**config.mk**
```make
export PLATFORM = sky130hd
export DESIGN_NAME = usb_tx
export DESIGN_NICKNAME = d
export VERILOG_FILES = /design/src/rtl/usb_tx.sv
export SDC_FILE = /design/constraint.sdc
export NUM_CORES = 1
export LEC_CHECK = 0
export BUFFER_PORTS_ARGS = -buffer_cell sky130_fd_sc_hd__buf_2
export CAP_MARGIN = 20
export CELL_PAD_IN_SITES_DETAIL_PLACEMENT = 1
export CELL_PAD_IN_SITES_GLOBAL_PLACEMENT = 1
export CORE_UTILIZATION = 35
export DETAILED_ROUTE_END_ITERATION = 10
export PLACE_DENSITY = 0.65
export SLEW_MARGIN = 20
export SYNTH_ARGS = -nofsm -noshare
export SYNTH_HDL_FRONTEND = slang
export SYNTH_SLANG_ARGS = --single-unit
```
**constraint.sdc**
```tcl
create_clock -name clk -period 7.7 [get_ports clk]
set_clock_uncertainty 0.2 [all_clocks]
set_input_delay 0.77 -clock clk [delete_from_list [all_inputs] [get_ports clk]]
set_output_delay 0.77 -clock clk [all_outputs]
set_load 0.02 [all_outputs]
```
**src/rtl/usb_tx.sv**
```systemverilog
`timescale 1ns/1ps
// -----------------------------------------------------------------------------
// usb_tx -- full-speed USB packet transmitter (12 Mb/s from a 108 MHz clock)
//
// Sends DATA0/DATA1 packets (sync, PID, payload from a show-ahead FIFO, CRC16)
// and ACK/NAK/STALL handshakes (sync, PID). It NRZI-encodes and bit-stuffs the
// bit stream and finishes every packet with an SE0-SE0-J end-of-packet.
//
// Ports
//   clk                 in   system clock, 108 MHz (one bit period = 9 clocks)
//   rst                 in   synchronous, active-high reset
//   tx_start            in   one-cycle request to send the packet in tx_packet
//   tx_packet[2:0]      in   1=DATA0 2=DATA1 3=ACK 4=NAK 5=STALL, others invalid
//   tx_packet_data[7:0] in   FIFO head byte (show-ahead)
//   buffer_occupancy    in   FIFO byte count, 0..64
//   get_tx_packet_data  out  one-cycle FIFO pop; the head byte is taken that cycle
//   dp_out, dm_out      out  line drive: J=10, K=01, SE0=00
//   tx_transfer_active  out  high from the first sync bit to the last EOP cycle
//   tx_error            out  FIFO underrun; held until the next accepted start
// -----------------------------------------------------------------------------
module usb_tx (
    input  logic       clk,
    input  logic       rst,
    input  logic       tx_start,
    input  logic [2:0] tx_packet,
    input  logic [7:0] tx_packet_data,
    input  logic [6:0] buffer_occupancy,
    output logic       get_tx_packet_data,
    output logic       dp_out,
    output logic       dm_out,
    output logic       tx_transfer_active,
    output logic       tx_error
);

    typedef enum logic [2:0] {
        S_IDLE    = 3'd0,
        S_SYNC    = 3'd1,
        S_PID     = 3'd2,
        S_DATA    = 3'd3,
        S_CRC     = 3'd4,
        S_EOP_SE0 = 3'd5,
        S_EOP_J   = 3'd6
    } state_t;

    localparam logic [2:0]  PKT_DATA0  = 3'd1;
    localparam logic [2:0]  PKT_DATA1  = 3'd2;
    localparam logic [2:0]  PKT_ACK    = 3'd3;
    localparam logic [2:0]  PKT_NAK    = 3'd4;
    localparam logic [2:0]  PKT_STALL  = 3'd5;
    localparam logic [3:0]  BIT_LAST   = 4'd8;     // counter value ending a bit period
    localparam logic [2:0]  STUFF_RUN  = 3'd6;     // ones before a stuffed zero
    localparam logic [15:0] CRC_INIT   = 16'hFFFF;
    localparam logic [15:0] CRC_POLY_R = 16'hA001; // x^16+x^15+x^2+1, bit-reversed

    // ------------------------------------------------------------------
    // Helpers
    // ------------------------------------------------------------------
    function automatic logic packet_valid(input logic [2:0] p);
        return (p >= PKT_DATA0) && (p <= PKT_STALL);
    endfunction

    function automatic logic is_data_pkt(input logic [2:0] p);
        return (p == PKT_DATA0) || (p == PKT_DATA1);
    endfunction

    // PID byte is {~pid, pid}; it goes out LSB first like every other field.
    function automatic logic [7:0] pid_byte(input logic [2:0] p);
        logic [3:0] pid;
        unique case (p)
            PKT_DATA0: pid = 4'b0011;
            PKT_DATA1: pid = 4'b1011;
            PKT_ACK:   pid = 4'b0010;
            PKT_NAK:   pid = 4'b1010;
            default:   pid = 4'b1110;
        endcase
        return {~pid, pid};
    endfunction

    // Serial CRC16 with data presented LSB first. Shifting right with the
    // reflected polynomial keeps the remainder in transmit order, so the
    // field is simply ~crc sent from bit 0 upward.
    function automatic logic [15:0] crc_step(input logic [15:0] c, input logic b);
        return (c[0] ^ b) ? ((c >> 1) ^ CRC_POLY_R) : (c >> 1);
    endfunction

    // ------------------------------------------------------------------
    // State and datapath registers
    // ------------------------------------------------------------------
    state_t      state_q, state_d;
    logic [3:0]  cnt_q,   cnt_d;    // position within the 9-clock bit period
    logic [3:0]  idx_q,   idx_d;    // bit index in the current field / EOP bit
    logic [2:0]  ones_q,  ones_d;   // consecutive field ones sent
    logic [7:0]  shift_q, shift_d;  // byte being sent (PID or data)
    logic [2:0]  pkt_q,   pkt_d;    // latched packet select
    logic [6:0]  left_q,  left_d;   // data bytes still to load
    logic [15:0] crc_q,   crc_d;
    logic        line_q,  line_d;   // NRZI line level, 1 = J
    logic        se0_q,   se0_d;
    logic        err_q,   err_d;

    // Next-state scratch
    logic       bit_boundary;
    logic       send_en;     // launch a new bit period this cycle
    logic       send_bit;    // its (pre-NRZI) value
    logic       field_bit;   // bit belongs to a stuffed field
    logic       next_byte;   // current byte finished; load the next or move on
    logic       start_eop;
    logic       pop;
    logic [7:0] pid_w;
    logic [2:0] nxt3;
    logic [3:0] nxt4;

    // ------------------------------------------------------------------
    // State register
    // ------------------------------------------------------------------
    // NOTE: sequential state uses non-blocking assignments so every flop
    // samples the values from before the edge, independent of statement order.
    always_ff @(posedge clk) begin
        if (rst) begin
            state_q <= S_IDLE;
            cnt_q   <= '0;
            idx_q   <= '0;
            ones_q  <= '0;
            shift_q <= '0;
            pkt_q   <= '0;
            left_q  <= '0;
            crc_q   <= '0;
            line_q  <= 1'b1;
            se0_q   <= 1'b0;
            err_q   <= 1'b0;
        end else begin
            state_q <= state_d;
            cnt_q   <= cnt_d;
            idx_q   <= idx_d;
            ones_q  <= ones_d;
            shift_q <= shift_d;
            pkt_q   <= pkt_d;
            left_q  <= left_d;
            crc_q   <= crc_d;
            line_q  <= line_d;
            se0_q   <= se0_d;
            err_q   <= err_d;
        end
    end

    // ------------------------------------------------------------------
    // Next-state logic. Everything happens on the last clock of a bit
    // period: the bit to launch next is chosen here and appears on the line
    // when the counter wraps to 0.
    // ------------------------------------------------------------------
    always_comb begin
        // NOTE: every signal written here gets a default first, so no path
        // leaves one unassigned and no latch is inferred.
        state_d   = state_q;
        idx_d     = idx_q;
        ones_d    = ones_q;
        shift_d   = shift_q;
        pkt_d     = pkt_q;
        left_d    = left_q;
        crc_d     = crc_q;
        line_d    = line_q;
        se0_d     = se0_q;
        err_d     = err_q;
        send_en   = 1'b0;
        send_bit  = 1'b0;
        field_bit = 1'b0;
        next_byte = 1'b0;
        start_eop = 1'b0;
        pop       = 1'b0;
        pid_w     = pid_byte(pkt_q);
        nxt3      = idx_q[2:0] + 3'd1;
        nxt4      = idx_q + 4'd1;

        bit_boundary = (cnt_q == BIT_LAST);
        cnt_d        = (state_q == S_IDLE || bit_boundary) ? 4'd0 : cnt_q + 4'd1;

        unique case (state_q)
            S_IDLE: begin
                // Invalid codes are dropped here, leaving the line at J.
                if (tx_start && packet_valid(tx_packet)) begin
                    state_d  = S_SYNC;
                    idx_d    = '0;
                    ones_d   = '0;
                    pkt_d    = tx_packet;
                    left_d   = buffer_occupancy;
                    crc_d    = CRC_INIT;
                    err_d    = 1'b0;
                    send_en  = 1'b1;   // first sync bit (a 0) starts next cycle
                    send_bit = 1'b0;
                end
            end

            S_SYNC: begin
                if (bit_boundary) begin
                    if (idx_q[2:0] != 3'd7) begin
                        idx_d    = {1'b0, nxt3};
                        send_en  = 1'b1;
                        send_bit = (nxt3 == 3'd7);   // sync is 0x80, LSB first
                    end else begin
                        state_d   = S_PID;
                        idx_d     = '0;
                        shift_d   = pid_w;
                        send_en   = 1'b1;
                        field_bit = 1'b1;
                        send_bit  = pid_w[0];
                    end
                end
            end

            S_PID, S_DATA: begin
                if (bit_boundary) begin
                    if (ones_q == STUFF_RUN) begin
                        // Stuffed zero: the field index stays put.
                        send_en   = 1'b1;
                        field_bit = 1'b1;
                        send_bit  = 1'b0;
                    end else if (idx_q[2:0] != 3'd7) begin
                        idx_d     = {1'b0, nxt3};
                        send_en   = 1'b1;
                        field_bit = 1'b1;
                        send_bit  = shift_q[nxt3];
                        if (state_q == S_DATA) begin
                            crc_d = crc_step(crc_q, shift_q[nxt3]);
                        end
                    end else if (state_q == S_PID && !is_data_pkt(pkt_q)) begin
                        start_eop = 1'b1;
                    end else begin
                        next_byte = 1'b1;
                    end
                end
            end

            S_CRC: begin
                if (bit_boundary) begin
                    if (ones_q == STUFF_RUN) begin
                        send_en   = 1'b1;
                        field_bit = 1'b1;
                        send_bit  = 1'b0;
                    end else if (idx_q != 4'd15) begin
                        idx_d     = nxt4;
                        send_en   = 1'b1;
                        field_bit = 1'b1;
                        send_bit  = ~crc_q[nxt4];
                    end else begin
                        start_eop = 1'b1;
                    end
                end
            end

            S_EOP_SE0: begin
                if (bit_boundary) begin
                    if (idx_q == 4'd0) begin
                        idx_d = 4'd1;
                    end else begin
                        state_d = S_EOP_J;
                        idx_d   = '0;
                        se0_d   = 1'b0;
                        line_d  = 1'b1;
                    end
                end
            end

            S_EOP_J: begin
                if (bit_boundary) begin
                    state_d = S_IDLE;
                    line_d  = 1'b1;
                end
            end

            default: begin
                state_d = S_IDLE;
                line_d  = 1'b1;
                se0_d   = 1'b0;
            end
        endcase

        // Byte boundary after the PID or a data byte: CRC once the latched
        // count is used up, underrun if the FIFO ran dry early, else load.
        if (next_byte) begin
            idx_d = '0;
            if (left_q == 7'd0) begin
                state_d   = S_CRC;
                send_en   = 1'b1;
                field_bit = 1'b1;
                send_bit  = ~crc_q[0];
            end else if (buffer_occupancy == 7'd0) begin
                err_d     = 1'b1;
                start_eop = 1'b1;
            end else begin
                state_d   = S_DATA;
                pop       = 1'b1;
                shift_d   = tx_packet_data;
                left_d    = left_q - 7'd1;
                send_en   = 1'b1;
                field_bit = 1'b1;
                send_bit  = tx_packet_data[0];
                crc_d     = crc_step(crc_q, tx_packet_data[0]);
            end
        end

        if (start_eop) begin
            state_d = S_EOP_SE0;
            idx_d   = '0;
            se0_d   = 1'b1;
            ones_d  = '0;
        end

        // NRZI: a 0 toggles the line, a 1 holds it.
        if (send_en) begin
            line_d = send_bit ? line_q : ~line_q;
            if (field_bit) begin
                ones_d = send_bit ? ones_q + 3'd1 : 3'd0;
            end
        end
    end

    // ------------------------------------------------------------------
    // Outputs
    // ------------------------------------------------------------------
    always_comb begin
        dp_out             = ~se0_q & line_q;
        dm_out             = ~se0_q & ~line_q;
        tx_transfer_active = (state_q != S_IDLE);
        tx_error           = err_q;
        // The pop is combinational so the byte is taken in the same cycle the
        // FIFO is told to advance; a reset cycle must never pop.
        get_tx_packet_data = pop & ~rst;
    end

endmodule

```
==> results.json <==
{
  "yosys_most_used_dff": "dfxtp_1",
  "overflow": 0,
  "met1_length_microns": 4190,
  "core_sq_um": 8300,
  "place_area_sq_um": 3190,
  "critPathTopFamily": "flip-flops",
  "netlist_area_sq_um": 3020,
  "rsz0062_at_grt": "false",
  "hold_class": "reg2reg",
  "dieWidth_microns": 94.9,
  "rows": 33,
  "final_area_sq_um": 3310,
  "fin_crit_sh_pct": 44.1,
  "postSynthAreaPerCell_sq_um": 8.19,
  "viasPerCell": 5.77,
  "synthTopCellsByArea": "dfxtp_1 34%, nor2_1 6.2%, a21oi_1 4.3%",
  "place_inst": 480,
  "power_density_nw_per_um2": 179,
  "cp.buffers_inverters": 1,
  "max_clock_freq_mhz": 295,
  "synth_top_area_cell": "dfxtp_1",
  "ff2ff_setup_slack_ns": 4.39,
  "syn-num-nets": 400,
  "cts_setup_buffers": 0,
  "synth_edf_count": 0,
  "hold_buffers": 0,
  "layout.cells.non_filler": 488,
  "die_y_microns": 94.9,
  "grt_max_degree": 47,
  "r2r_cells": 7,
  "top_layer": "met4",
  "cts_root_buffer": "clkbuf_8",
  "clk_path_buf_depth": 2,
  "slew_headroom_pct": 40.7,
  "drtIter0Drc": 105,
  "worst_slew_pin_slew_ns": 0.886,
  "cp.arrival_ns": 2.42,
  "end_kind": "output port",
  "drive_gt1_share_pct": 14.6,
  "synthesis.instances": 369,
  "outcome": "completed",
  "cp.required_ns": 6.73,
  "ioPinCount": 26,
  "async_flop_share_pct": 0,
  "clk-insertion-delay-late_ns": 0.31,
  "ctsResizeCount": 0,
  "route.vias.total": 2817,
  "numCtsBuffers": 5,
  "cpMostUsedCell": "ha_1",
  "ys_seq_area_share_pct": 33.8,
  "final.setup.worst_slack_ns": 4.31,
  "synth_top_area_share_pct": 33.8,
  "ys_seq_elements": 51,
  "path_clk_slew_ns": 0.09,
  "peakVddDrop_v": 0.0000781,
  "antenna_found_initial": 0,
  "first_pass_iters": 4,
  "setup_viol": 0,
  "ant_nets": 0,
  "insertedDiodeCount": 0,
  "p_leak_nw": 1.25,
  "grt_pass1_vias": 2793,
  "r2r-start": "idx_q[0]",
  "post-dp-hpwl_microns": 6230,
  "timing.setup.tns_ns": 0,
  "dr_wl_met2_microns": 4010,
  "report.final.slew_viol_count": 0,
  "cpPeakStageDelay_ns": 0.71,
  "hp-start": "ones_q[2]",
  "crit_path_max_fanout": 11,
  "area_delta_synth_final_pct": 9.56,
  "synth_common_cells": "51 x dfxtp_1, 50 x nor2_1, 30 x nand2_1, 26 x a21oi_1, 19 x nor3_1",
  "drc": 0,
  "cpMaxStageDelayCell": "dfxtp_1",
  "path_class": "reg2out",
  "port_buffers": 25,
  "gp_congestion": 0.812,
  "yosysUniqueCellTypes": 63,
  "initial_core_util_pct": 36.4,
  "ys_warn_count": 0,
  "post-synth-top-count-cell": "dfxtp_1",
  "grt_pass1_wl_microns": 14200,
  "critPathLaunchType": "register",
  "holdPathEnd": "ones_q[2]",
  "dpl_worst_slack_ns": 4.35,
  "worstReg2RegEnd": "ones_q[2]",
  "die_area_sq_um": 9010,
  "cts_num_sinks": 51,
  "fin_nets": 413,
  "route.met3.wl_microns": 290,
  "htreeDepth": 2,
  "cts_tree": "yes",
  "drt-total-wl_microns": 8620,
  "period_needed_ns": 3.39,
  "hold_viol": 0,
  "wire_per_inst_microns": 17.7,
  "max_cap_viol_count": 0,
  "whs_path_depth": 1,
  "track_usage_pct": 20.3,
  "cp_cell_sequence": "ha_1 -> ha_1 -> and4_4 -> nand4_1 -> nor2_1 -> buf_2"
}
sequential cells by signal, summed over array words and instances (netlist names):
name and count:
state_q 3, cnt_q 4, idx_q 4, pkt_q 3, tx_error 1, ones_q 3
line_q 1, shift_q 8, left_q 7, se0_q 1, crc_q 16
stage by stage:
stage                     utilization (%)  hold slack [ns]  total power [mW]
after floorplan                         -            0.230             0.366
after global placement               38.4            0.250             0.394
after detailed placement             38.4            0.260             0.397
after CTS                            39.9            0.274             0.602
after global routing                 39.9            0.299             0.622
final                                39.9            0.274             0.592
worst max-delay path by stage:
stage	from	end	slack [ns]	depth (start not counted)
6_report	idx_q[0]	get_tx_packet_data	4.31	6
5_1_grt	idx_q[0]	get_tx_packet_data	4.06	6
4_1_cts	idx_q[0]	get_tx_packet_data	4.26	6
3_5_place_dp	idx_q[0]	ones_q[2]	4.35	7
3_3_place_gp	idx_q[0]	ones_q[2]	4.52	7
2_1_floorplan	idx_q[1]	get_tx_packet_data	4.88	7
per-layer routing:
| metal | vias up | global-route usage [%] |
|---|---|---|
| met2 | 55 | 33.5 |
| met4 | 0 | 5.05 |
| met3 | 14 | 2.82 |
| met1 | 1366 | 27.8 |
| met5 | - | 0 |
| li1 | 1382 | - |
layout make-up:
class / instances / area [sq um]
inverter: 12 / 45.0
clock inverter: 2 / 38.8
fill: 993 / 4990
sequential: 51 / 1020
tap: 105 / 131
timing repair buffer: 30 / 163
clock buffer: 6 / 82.6
multi-input combinational: 282 / 1830
where the power goes:
| part | internal [mW] | switching (mW) |
|---|---|---|
| clock | 0.107 | 0.0948 |
| combinational | 0.0411 | 0.0539 |
| sequential | 0.277 | 0.0178 |
cell usage in the layout, fill, tap and decap left out, types with 3 or more instances in the layout:
master / n
nand2_1: 30
nor4_1: 15
dfxtp_1: 51
ha_1: 10
nand4_1: 4
xnor2_1: 4
a21oi_1: 26
o21ai_1: 8
nand2b_1: 3
a211oi_1: 4
o211ai_1: 5
nor3_1: 19
nor2b_1: 3
clkbuf_8: 6
buf_2: 25
nand3_1: 16
a22oi_1: 4
nor2_1: 50
o21ai_0: 8
a311oi_1: 4
a31oi_1: 5
and3_1: 3
buf_4: 5
o21a_1: 3
mux4_2: 5
inv_1: 11
xor2_1: 7
mux2i_1: 5
cells by family after synthesis:
kind of cell	share of synthesized area, %
buf+inv	5.67
mux	7.95
compound gates	18.4
flops	33.8
simple gates	26.9
fa+ha+maj	4.14
xor+xnor	3.19
(Power assumes the default switching activity.)
